**config.mk**
```make
export PLATFORM = sky130hd
export DESIGN_NAME = if_prefetch_queue
export DESIGN_NICKNAME = d
export VERILOG_FILES = /design/src/rtl/if_prefetch_queue_pkg.sv /design/src/rtl/if_prefetch_queue_pq_storage.sv /design/src/rtl/if_prefetch_queue.sv
export SDC_FILE = /design/constraint.sdc
export NUM_CORES = 1
export LEC_CHECK = 0
export CORE_AREA = 2 2 151 153
export CTS_CLUSTER_DIAMETER = 40
export CTS_CLUSTER_SIZE = 12
export DETAILED_ROUTE_END_ITERATION = 7
export DIE_AREA = 0 0 153 155
export PLACE_DENSITY = 0.78
export SLEW_MARGIN = 15
export SYNTH_ARGS = -nofsm -noshare
export SYNTH_HDL_FRONTEND = slang
export SYNTH_SLANG_ARGS = --single-unit
```
**constraint.sdc**
```tcl
create_clock -name clk -period 3.3 [get_ports clk]
set_clock_uncertainty 0.1 [all_clocks]
set_input_delay 0.66 -clock clk [delete_from_list [all_inputs] [get_ports clk]]
set_output_delay 0.66 -clock clk [all_outputs]
set_load 0.05 [all_outputs]
```
**src/rtl/if_prefetch_queue_pkg.sv**
```systemverilog
// Shared fetch-side constants used by the prefetch queue, the IF/ID register and the hazard unit.
package if_prefetch_queue_pkg;
    localparam int          PQ_DATA_W = 32;
    localparam logic [31:0] PQ_NOP    = 32'h0;
endpackage

```
**src/rtl/if_prefetch_queue_pq_storage.sv**
```systemverilog
// Register array for the prefetch queue: one synchronous write port, one asynchronous read port.
module pq_storage #(
    parameter int DEPTH = 4,
    parameter int W     = 64
) (
    input  logic                     clk,
    input  logic                     we_i,
    input  logic [$clog2(DEPTH)-1:0] waddr_i,
    input  logic [W-1:0]             wdata_i,
    input  logic [$clog2(DEPTH)-1:0] raddr_i,
    output logic [W-1:0]             rdata_o
);
    logic [W-1:0] mem_q [DEPTH];

    // Contents are never reset; occupancy tracking decides what is meaningful.
    always_ff @(posedge clk) begin
        if (we_i) begin
            mem_q[waddr_i] <= wdata_i;
        end
    end

    assign rdata_o = mem_q[raddr_i];
endmodule

```
**src/rtl/if_prefetch_queue.sv**
```systemverilog
// In-order {PC+4, instruction} prefetch buffer between fetch and decode, with flush and
// a saturating count of decode-ready cycles that found the queue empty.
module if_prefetch_queue
    import if_prefetch_queue_pkg::*;
#(
    parameter int DEPTH  = 4,
    parameter int DATA_W = PQ_DATA_W,
    parameter int CNT_W  = 16
) (
    input  logic                       clk,
    input  logic                       rst,
    input  logic                       flush,
    input  logic                       in_valid,
    input  logic [DATA_W-1:0]          in_pc,
    input  logic [DATA_W-1:0]          in_instr,
    output logic                       in_ready,
    output logic                       out_valid,
    output logic [DATA_W-1:0]          out_pc,
    output logic [DATA_W-1:0]          out_instr,
    input  logic                       out_ready,
    output logic [$clog2(DEPTH):0]     count,
    output logic [CNT_W-1:0]           bubble_cnt
);
    localparam int PW = $clog2(DEPTH);
    localparam int CW = PW + 1;

    logic [PW-1:0]       wr_q, wr_d, rd_q, rd_d;
    logic [CW-1:0]       cnt_q, cnt_d;
    logic [CNT_W-1:0]    bub_q, bub_d;
    logic                push, pop;
    logic [2*DATA_W-1:0] head;

    // Handshake derives only from registered occupancy, so out_ready never reaches in_ready.
    assign in_ready  = (cnt_q != CW'(DEPTH));
    assign out_valid = (cnt_q != '0);
    assign push      = in_valid && in_ready;
    assign pop       = out_valid && out_ready;

    pq_storage #(
        .DEPTH (DEPTH),
        .W     (2 * DATA_W)
    ) u_storage (
        .clk     (clk),
        .we_i    (push && !flush),
        .waddr_i (wr_q),
        .wdata_i ({in_pc, in_instr}),
        .raddr_i (rd_q),
        .rdata_o (head)
    );

    assign out_pc    = out_valid ? head[2*DATA_W-1:DATA_W] : '0;
    assign out_instr = out_valid ? head[DATA_W-1:0]        : DATA_W'(PQ_NOP);
    assign count      = cnt_q;
    assign bubble_cnt = bub_q;

    always_comb begin
        wr_d  = wr_q;
        rd_d  = rd_q;
        cnt_d = cnt_q;
        bub_d = bub_q;
        if (flush) begin
            wr_d  = '0;
            rd_d  = '0;
            cnt_d = '0;
        end else begin
            if (push) wr_d = wr_q + PW'(1);
            if (pop)  rd_d = rd_q + PW'(1);
            if (push && !pop)      cnt_d = cnt_q + CW'(1);
            else if (!push && pop) cnt_d = cnt_q - CW'(1);
        end
        // Bubble accounting ignores flush; it only stops at the saturation value.
        if (out_ready && !out_valid && (bub_q != '1)) begin
            bub_d = bub_q + CNT_W'(1);
        end
    end

    always_ff @(posedge clk) begin
        if (rst) begin
            wr_q  <= '0;
            rd_q  <= '0;
            cnt_q <= '0;
            bub_q <= '0;
        end else begin
            wr_q  <= wr_d;
            rd_q  <= rd_d;
            cnt_q <= cnt_d;
            bub_q <= bub_d;
        end
    end
endmodule

```
==> out/metrics.yaml, run 1 <==
grt:
  grt_overflow: 0
  grt_pass1_wl_um: 34200
  grt_usage_pct: 18.5
  grt_max_degree: 65
  grt_pass1_vias: 6145
  antenna_found_initial: 0
power_and_ir_drop:
  p_comb_share_pct: 13.9
  seqPwrFrac_pct: 45.7
  power.share.clock_pct: 40.4
  cellPowerDensity_nw_per_um2: 632
  ir_worst_vdd_v: 0.000390
  p_leak_nw: 4.59
  power.internal_w: 0.00659
  power_switching_w: 0.00217
  p_sw_share_pct: 24.8
job:
  maxCapViolations: 0
yosys:
  synth_area_um2: 10900
  synth_top_family_by_area: "multiplexers"
  ys_seq_area_share_pct: 75.0
  synth_largest_area_cell: "edfxtp_1"
  yosysMostFrequentCell: "edfxtp_1"
  synthMuxAreaShare_pct: 13.3
  yosys-top-cells-area: "edfxtp_1, mux4_2, dfxtp_1, and2_1, ha_1"
  yosys-top-cells-count: "edfxtp_1, and2_1, mux4_2"
  synth_compound_area_share_pct: 2.02
  synth_top_area_share_pct: 70.5
  yosysWarnings: 0
  synth-edff-count: 256
  ys_ff_latch: 281
  async_flop_share_pct: 0
  synth_simple_gate_area_share_pct: 7.06
  ys.flop_type: "edfxtp_1"
  syn_nets: 629
  syn_area_per_cell_um2: 19.7
  syn_inst: 553
  synth_fa_ha_area_share_pct: 0.871
  synth-xor-area-share_pct: 0.401
  synthDistinctLibCells: 43
detailed_routing:
  vias: 5761
  postRouteAntennaNets: 0
  post_drt_via_cell_ratio: 5.52
  drc: 0
  dr.first_iter.drc_count: 317
  routed_wl_um: 21600
  detail_route.first_pass.iterations: 4
  routedWlPerCell_um: 20.7
floorplanning:
  core_area_um2: 22200
  rows: 55
  die_h_um: 155
  initial_core_util_pct: 49.1
  die_x_um: 153
  die_area_um2: 23700
  ioPinCount: 154
timing:
  fin_crit_ps: 3010
  rsz0062_at_grt: "no"
  fmax_ghz: 0.333
  final_max_slew_viol_count: 0
  fin_tns_setup_ps: 0
  finalCritPeriodShare_pct: 91.1
  slew_headroom_pct: 42.5
  worst_slew_pin_slew_ps: 854
  hold_viol_final: 0
  finalSetupViolCount: 0
finish:
  nets: 811
  n_fill_cell: 1533
  final_util_pct: 62.3
  antennaDiodeCount: 0
  drive_above_1_share_pct: 27.4
  area_growth_pct: 27.0
place:
  place_congestion: 0.843
  hpwl_um: 13300
  port_buffers: 153
setup_path:
  end_kind: "primary output"
  arrival_ps: 2250
  cp_max_fo: 14
  critPathLaunchType: "register"
  path_class: "register to primary output"
  crit_required_ps: 2540
clock_tree:
  cts-root-buf: "clkbuf_16"
  clock_sinks: 281
  htreeDepth: 2
  cts_buffers: 35
  cts.clk_slew.worst_paths_ps: 50
  ctsLongestPathBuffers: 3
  cts_setup_buffers: 0
  insertion_delay_ps: 490
  cts_tree: "yes"
min_path:
  min_path_type: "register to register"
run_status:
  status: "completed"
[cells by family after synthesis]
logic type | Yosys count
XOR/XNOR | 5
flip-flops | 281
AO/OA/AOI/OAI | 34
buffers and inverters | 34
adder cells (fa/ha/maj) | 7
AND/OR/NAND/NOR | 127
multiplexers | 65
[registers in the layout, indices dropped and copies added (netlist names), named ones only]
register,count
bubble_cnt,16
count,3
rd_q,2
u_storage.mem_q,256
wr_q,2
[cell usage in the layout, fill, tap and decap left out, drive strengths merged, types with 6 or more instances in the layout]
cell type        n
mux4            64
inv             14
nand3            9
clkinv          12
clkbuf          40
edfxtp         256
nor2             9
and2            68
ha               6
o31ai            6
buf             81
a21oi           12
clkdlybuf4s50   88
dfxtp           25
or4              7
o21ai            6
nand2           10
[worst max-delay path: stages (launching register included)]
cell	delay [ps]
dfxtp_4	480
buf_4	340
mux4_2	550
and2_1	180
buf_4	190
[area by class of cell]
type	count	area [um^2]	area share [%]
multi-input cells	238	2590	18.7
clock buffers	40	937	6.76
clock inverters	20	161	1.16
flip-flops and latches	281	8200	59.1
well taps	285	357	2.57
inverters	10	40.0	0.289
repair buffers	169	1580	11.4
[metal layers]
layer / global-route usage (%) / vias up / wire [um] / part of all wire, %
met5: 0 / - / 0 / 0
met4: 4.32 / 0 / 306 / 1.4
met3: 3.79 / 29 / 1160 / 5.4
met2: 31.9 / 190 / 11100 / 52
met1: 24.6 / 2941 / 8940 / 41
li1: - / 2601 / - / -
[power by group through the flow]
stage / logic (W) / clock network, W / registers [W]
floorplan: 0.000765 / 0 / 0.00409
finish: 0.00122 / 0.00354 / 0.00400
global route: 0.00128 / 0.00377 / 0.00400
global placement: 0.00121 / 0 / 0.00406
detailed placement: 0.00123 / 0 / 0.00407
CTS: 0.00123 / 0.00363 / 0.00400
[stage by stage]
| stage | std cells | setup WS (ps) | hold WS (ps) | total power, W | cell area (um^2) |
|---|---|---|---|---|---|
| after CTS | 1043 | 49.8 | 430 | 0.00886 | 13900 |
| after global placement | 983 | 622 | 389 | 0.00527 | 12800 |
| after floorplan | 553 | 424 | 369 | 0.00485 | 10900 |
| after global routing | 1043 | 167 | 456 | 0.00906 | 13900 |
| final | 1043 | 293 | 424 | 0.00876 | 13900 |
| after detailed placement | 983 | 567 | 411 | 0.00530 | 12800 |
[final timing paths]
| check | startpoint | endpoint | slack [ps] | cells after the start |
|---|---|---|---|---|
| worst max-delay path | register | out_instr[30] | 290 | 4 |
| worst min-delay path | bubble_cnt[14] | bubble_cnt[14] | 420 | 2 |
| worst max register to register | count[0] | count[2] | 830 | 9 |
| worst min register to register | bubble_cnt[14] | bubble_cnt[14] | 420 | 2 |
[what timing repair did]
item,in CTS,in global routing
hold buffers,0,0
setup endpoints to repair,0,23
resized for setup,0,2
Power figures use the tool's default switching activity.
==> run 2, diff against run 1 <==
CTS_CLUSTER_SIZE = 30   (was 12)
SETUP_SLACK_MARGIN = 0.15   (was not set)
==> run 2 against run 1 <==
  * Hold slack barely moved
  * Final cell count rose by 0.29%
  * Register-to-register slack barely moved
  * Fmax fell by 0.12%
  * Combinational power barely moved
  * Die area did not move
  * Power rose by 3.8%
  * Utilization rose by 0.50 points
  * Largest power group unchanged
==> out/metrics.yaml, run 2 (same netlist as run 1, synthesis figures left out) <==
clock_tree:
  ctsLongestPathBuffers: 3  # unchanged
  clock_sinks: 281  # unchanged
  cts_tree: "yes"
  cts_hold_buf: 0  # unchanged
  cts-root-buf: "clkbuf_16"
  htreeDepth: 2  # unchanged
  cts_setup_buffers: 0  # unchanged
  cts_resized: 1  # +1
  cts.clk_slew.worst_paths_ps: 50  # about the same
  insertion_delay_ps: 490  # about the same
  cts_buffers: 35  # unchanged
setup_path:
  path_class: "register to primary output"
  crit_required_ps: 2540  # about the same
  r2r-end: "count[2]"
  arrival_ps: 2250  # about the same
  r2r_cells: 9  # unchanged
  reg2reg_slack_ps: 830  # about the same
  end_kind: "primary output"
  cp_max_fo: 14  # unchanged
  rr_startpoint: "count[0]"
  critPathLaunchType: "register"
detailed_routing:
  detail_route.first_pass.iterations: 4  # unchanged
  dr_wl_met3_um: 1260  # +8.7%
  drc: 0  # unchanged
  wirelength_met1_um: 8920  # -0.26%
  routed_wl_um: 21600  # +0.30%
  dr.first_iter.drc_count: 370  # +17%
  post_drt_via_cell_ratio: 5.54  # +0.23%
  vias: 5791  # +0.52%
  met2RoutedLength_um: 11100  # -0.23%
  routedWlPerCell_um: 20.7  # about the same
  routed.top_layer: "met4"
  postRouteAntennaNets: 0  # unchanged
finish:
  final_cell_mix: "edfxtp_1, clkdlybuf4s50_1, buf_4"
  antennaDiodeCount: 0  # unchanged
  finalInstanceArea_um2: 14000  # +0.80%
  largest-register: "u_storage.mem_q"
  layout_commonest_cell: "edfxtp_1"
  drive_above_1_share_pct: 28.4  # +0.94 points
  n_fill_cell: 1527  # -0.39%
  nets: 811  # unchanged
  fin_cells: 1046  # +0.29%
  largest_register_ffs: 256  # unchanged
  area_growth_pct: 28.0
timing:
  final_max_slew_viol_count: 0  # unchanged
  finalSetupViolCount: 0  # unchanged
  slew_headroom_pct: 42.5  # about the same
  worst_slew_pin_slew_ps: 854  # -0.271 ps
  finalCritPeriodShare_pct: 91.2  # +0.11 points
  fmax_ghz: 0.332  # -0.12%
  hold_viol_final: 0  # unchanged
  fin_tns_setup_ps: 0  # unchanged
  postLayoutSetupSlackWorst_ps: 289  # -3.73 ps
  rsz0062_at_grt: "no"
  fin_crit_ps: 3010  # +3.73 ps
job:
  maxCapViolations: 0  # unchanged
floorplanning:
  ioPinCount: 154  # unchanged
  rows: 55  # unchanged
  die_x_um: 153  # unchanged
  die_area_um2: 23700  # unchanged
  die_h_um: 155  # unchanged
  initial_core_util_pct: 49.1  # unchanged
  core_area_um2: 22200  # unchanged
min_path:
  hold_depth: 2  # unchanged
  worstHoldEndpoint: "bubble_cnt[14]"
  min_path_type: "register to register"
  worstHoldStart: "bubble_cnt[14]"
run_status:
  status: "completed"
place:
  hpwl_um: 13300  # unchanged
  port_buffers: 153  # unchanged
  dp_slack_ps: 567  # unchanged
  postPlaceCellArea_um2: 12800  # unchanged
  place_congestion: 0.843  # unchanged
  dpl.cell_count: 983  # unchanged
power_and_ir_drop:
  fin_total_pwr_w: 0.00909  # +3.8%
  p_leak_nw: 4.64  # +1.1%
  cellPowerDensity_nw_per_um2: 651  # +3.0%
  ir_worst_vdd_v: 0.000635  # +63%
grt:
  grt_usage_pct: 18.5  # -0.045 points
  antenna_found_initial: 0  # unchanged
  grt_max_degree: 65  # unchanged
  grt_pass1_vias: 6128  # -0.28%
  grt_overflow: 0  # unchanged
  grt_pass1_wl_um: 34100  # -0.28%
[run 2: worst max-delay path, cell delays in order, from the launching register on]
cell     delay [ps]
dfxtp_4         480
buf_4           340
mux4_2          550
and2_1          180
buf_4           190
[run 2: final cells by class]
class	count	area (um^2)	share of cell area, %
tap	285	357	2.55
timing repair buffer	169	1580	11.3
clock inverter	22	269	1.93
inverter	10	40.0	0.287
sequential	281	8200	58.7
multi-input combinational	238	2590	18.5
clock buffer	41	941	6.74
[run 2: worst max-delay path by stage]
stage              from                    end  depth (start not counted)
2_1_floorplan  count[0]  u_storage.mem_q[0][0]                          4
3_3_place_gp   in_valid               count[2]                          9
3_5_place_dp   in_valid               count[2]                          9
4_1_cts        register          out_instr[30]                          4
5_1_grt        register          out_instr[30]                          4
6_report       register          out_instr[30]                          4
[run 2: report_power, final]
part / switching (W) / internal [W]
clock: 0.00142 / 0.00246
sequential: 0.0000347 / 0.00396
combinational: 0.000792 / 0.000427
[run 2: per-layer routing]
metal / up-vias / GRT usage, %
met5: - / 0
met4: 0 / 4.41
met3: 27 / 3.84
met2: 190 / 31.5
met1: 2967 / 24.8
li1: 2607 / -
[run 2: metrics by stage]
stage	utilization [%]	hold slack (ps)
floorplan	-	369
global placement	57.4	389
detailed placement	57.4	411
CTS	62.8	430
global route	62.8	457
finish	62.8	424
==> run 3, diff against run 2 <==
CORE_AREA = 2 2 174 133   (was 2 2 151 153)
DIE_AREA = 0 0 176 135   (was 0 0 153 155)
PLACE_DENSITY = 0.79   (was 0.78)
==> run 3 against run 2 <==
  * Routed wire length rose by 3.0%
  * Power fell by 4.9%
  * Sequential power barely moved
  * Hold slack got worse by 7.0 ps
  * Die area rose by 0.19%
  * Non-clock buffer count did not move
  * Global-route usage rose by 0.34 points
  * Register-to-register slack got worse by 30 ps
  * Final area fell by 1.0%
  * Critical path depth fell by 2
  * Clock power fell by 12%
  * Critical path type unchanged
  * Largest power group unchanged
==> out/metrics.yaml, run 3 (same netlist as run 1, synthesis figures left out) <==
setup_path:
  critPathMaxStageDelay_ps: 720  # +170 ps
  crit_required_ps: 2540  # about the same
  cp_slowest_cell: "clkdlybuf4s50_1"
  critPathLaunchType: "register"
  path_class: "register to primary output"
  cp-startpoint: "count[2]"
  rr_startpoint: "count[0]"
  cp_max_fo: 5  # -9
  arrival_ps: 2240  # about the same
  end_kind: "primary output"
  crit_chain: "or3b_2, clkdlybuf4s50_1"
  r2r_cells: 6  # -3
grt:
  antenna_found_initial: 1  # +1
  grt_pass1_wl_um: 34300  # +0.52%
  grt_pass1_vias: 5959  # -2.8%
  grt_usage_pct: 18.8  # +0.34 points
  grt_max_degree: 42  # -35%
  grt_overflow: 0  # unchanged
timing:
  final_max_slew_viol_count: 0  # unchanged
  worst_slew_pin_slew_ps: 916  # +62.1 ps
  finalSetupViolCount: 0  # unchanged
  rsz0062_at_grt: "no"
  fin_tns_setup_ps: 0  # unchanged
  hold_viol_final: 0  # unchanged
  fin_crit_ps: 3000  # -14.9 ps
  fmax_ghz: 0.334  # +0.50%
  slew_headroom_pct: 38.4  # -4.2 points
  finalCritPeriodShare_pct: 90.8  # -0.45 points
detailed_routing:
  post_drt_via_cell_ratio: 5.63  # +1.6%
  vias: 5912  # +2.1%
  postRouteAntennaNets: 0  # unchanged
  dr.first_iter.drc_count: 561  # +52%
  routedWlPerCell_um: 21.2  # +2.5%
  routed_wl_um: 22300  # +3.0%
  drc: 0  # unchanged
  detail_route.first_pass.iterations: 5  # +1
min_path:
  min_path_type: "register to register"
  hold_depth: 2  # unchanged
  worstHoldStart: "wr_q[1]"
floorplanning:
  die_x_um: 176  # +15%
  initial_core_util_pct: 49.7  # +0.66 points
  core_area_um2: 21900  # -1.3%
  die_h_um: 135  # -13%
  ioPinCount: 154  # unchanged
  die_area_um2: 23800  # +0.19%
  rows: 47  # -15%
clock_tree:
  insertion_delay_ps: 550  # +60 ps
  clock_sinks: 281  # unchanged
  cts-root-buf: "clkbuf_16"
  cts_tree: "yes"
  cts.clk_slew.worst_paths_ps: 60  # about the same
  ctsLongestPathBuffers: 3  # unchanged
  cts_buffers: 31  # -11%
  htreeDepth: 1  # -1
finish:
  n_fill_cell: 1484  # -2.8%
  area_growth_pct: 26.7
  regArea_um2: 8200  # unchanged
  multi_input_area_um2: 2590  # unchanged
  nets: 807  # -0.49%
  layout_commonest_cell: "edfxtp_1"
  final_cell_mix: "edfxtp_1, clkdlybuf4s50_1, buf_4"
  largest_register_ffs: 256  # unchanged
  drive_above_1_share_pct: 27.5  # -0.87 points
  largest-register: "u_storage.mem_q"
power_and_ir_drop:
  p_leak_nw: 4.56  # -1.7%
  cellPowerDensity_nw_per_um2: 626  # -3.9%
  fin_total_pwr_w: 0.00865  # -4.9%
  ir_worst_vdd_v: 0.000375  # -41%
place:
  hpwl_um: 14200  # +6.5%
  port_buffers: 153  # unchanged
  place_congestion: 0.830  # -1.5%
job:
  maxCapViolations: 0  # unchanged
run_status:
  status: "completed"
run 3: changes by cell type in the layout (fill, tap and decap cells not counted), sizes merged:
cell	delta
bufinv	-2
diode	+1
clkinv	+4
clkinvlp	-2
clkbuf	-6
inv	+1
run 3: area by class of cell:
type	count	area share, %
clock inverters	23	1.80
flip-flops and latches	281	59.3
repair buffers	169	11.5
diodes	1	0.0181
well taps	294	2.66
multi-input cells	238	18.7
inverters	10	0.290
clock buffers	35	5.72
run 3: path summary, 6_finish.rpt:
path | to | slack [ps]
setup / recovery | in_ready | 300
hold / removal | wr_q[1] | 420
setup reg to reg | bubble_cnt[7] | 800
hold reg to reg | wr_q[1] | 420
run 3: metal layers:
layer  GRT usage [%]  vias to the layer above  routed length (um)
met4            4.96                        0                 484
met5               0                        -                   0
met2            29.0                      256               10300
met3            3.63                       37                1690
met1            28.1                     3025                9780
li1                -                     2594                   -
run 3: repair_timing:
| action | in CTS | in global routing |
|---|---|---|
| setup buffers | 2 | 0 |
| endpoints found under the setup margin | 19 | 20 |
| resized for setup | 0 | 2 |
| hold buffers | 0 | 0 |
run 3: worst max-delay path: cells and delay by family, from the launching register on:
family,cells,cell delay [ps]
simple gates,1,520
flops,1,450
buf+inv,1,720
run 3: power breakdown:
part           total, W  switching, W  leakage, nW  internal, W
Clock           0.00341       0.00142        0.502      0.00200
Sequential      0.00399     0.0000332         2.53      0.00396
Combinational   0.00124      0.000807         1.53     0.000433
Total           0.00865       0.00226         4.56      0.00639
run 3: stage by stage:
stage / utilization (%) / cells / setup slack [ps] / hold slack, ps / cell area [um^2]
3_3_place_gp: 58.2 / 990 / 607 / 387 / 12800
3_5_place_dp: 58.2 / 990 / 536 / 407 / 12800
6_report: 63.0 / 1051 / 304 / 417 / 13800
4_1_cts: 63.0 / 1050 / 154 / 415 / 13800
2_1_floorplan: - / 553 / 424 / 369 / 10900
5_1_grt: 63.0 / 1050 / 203 / 449 / 13800
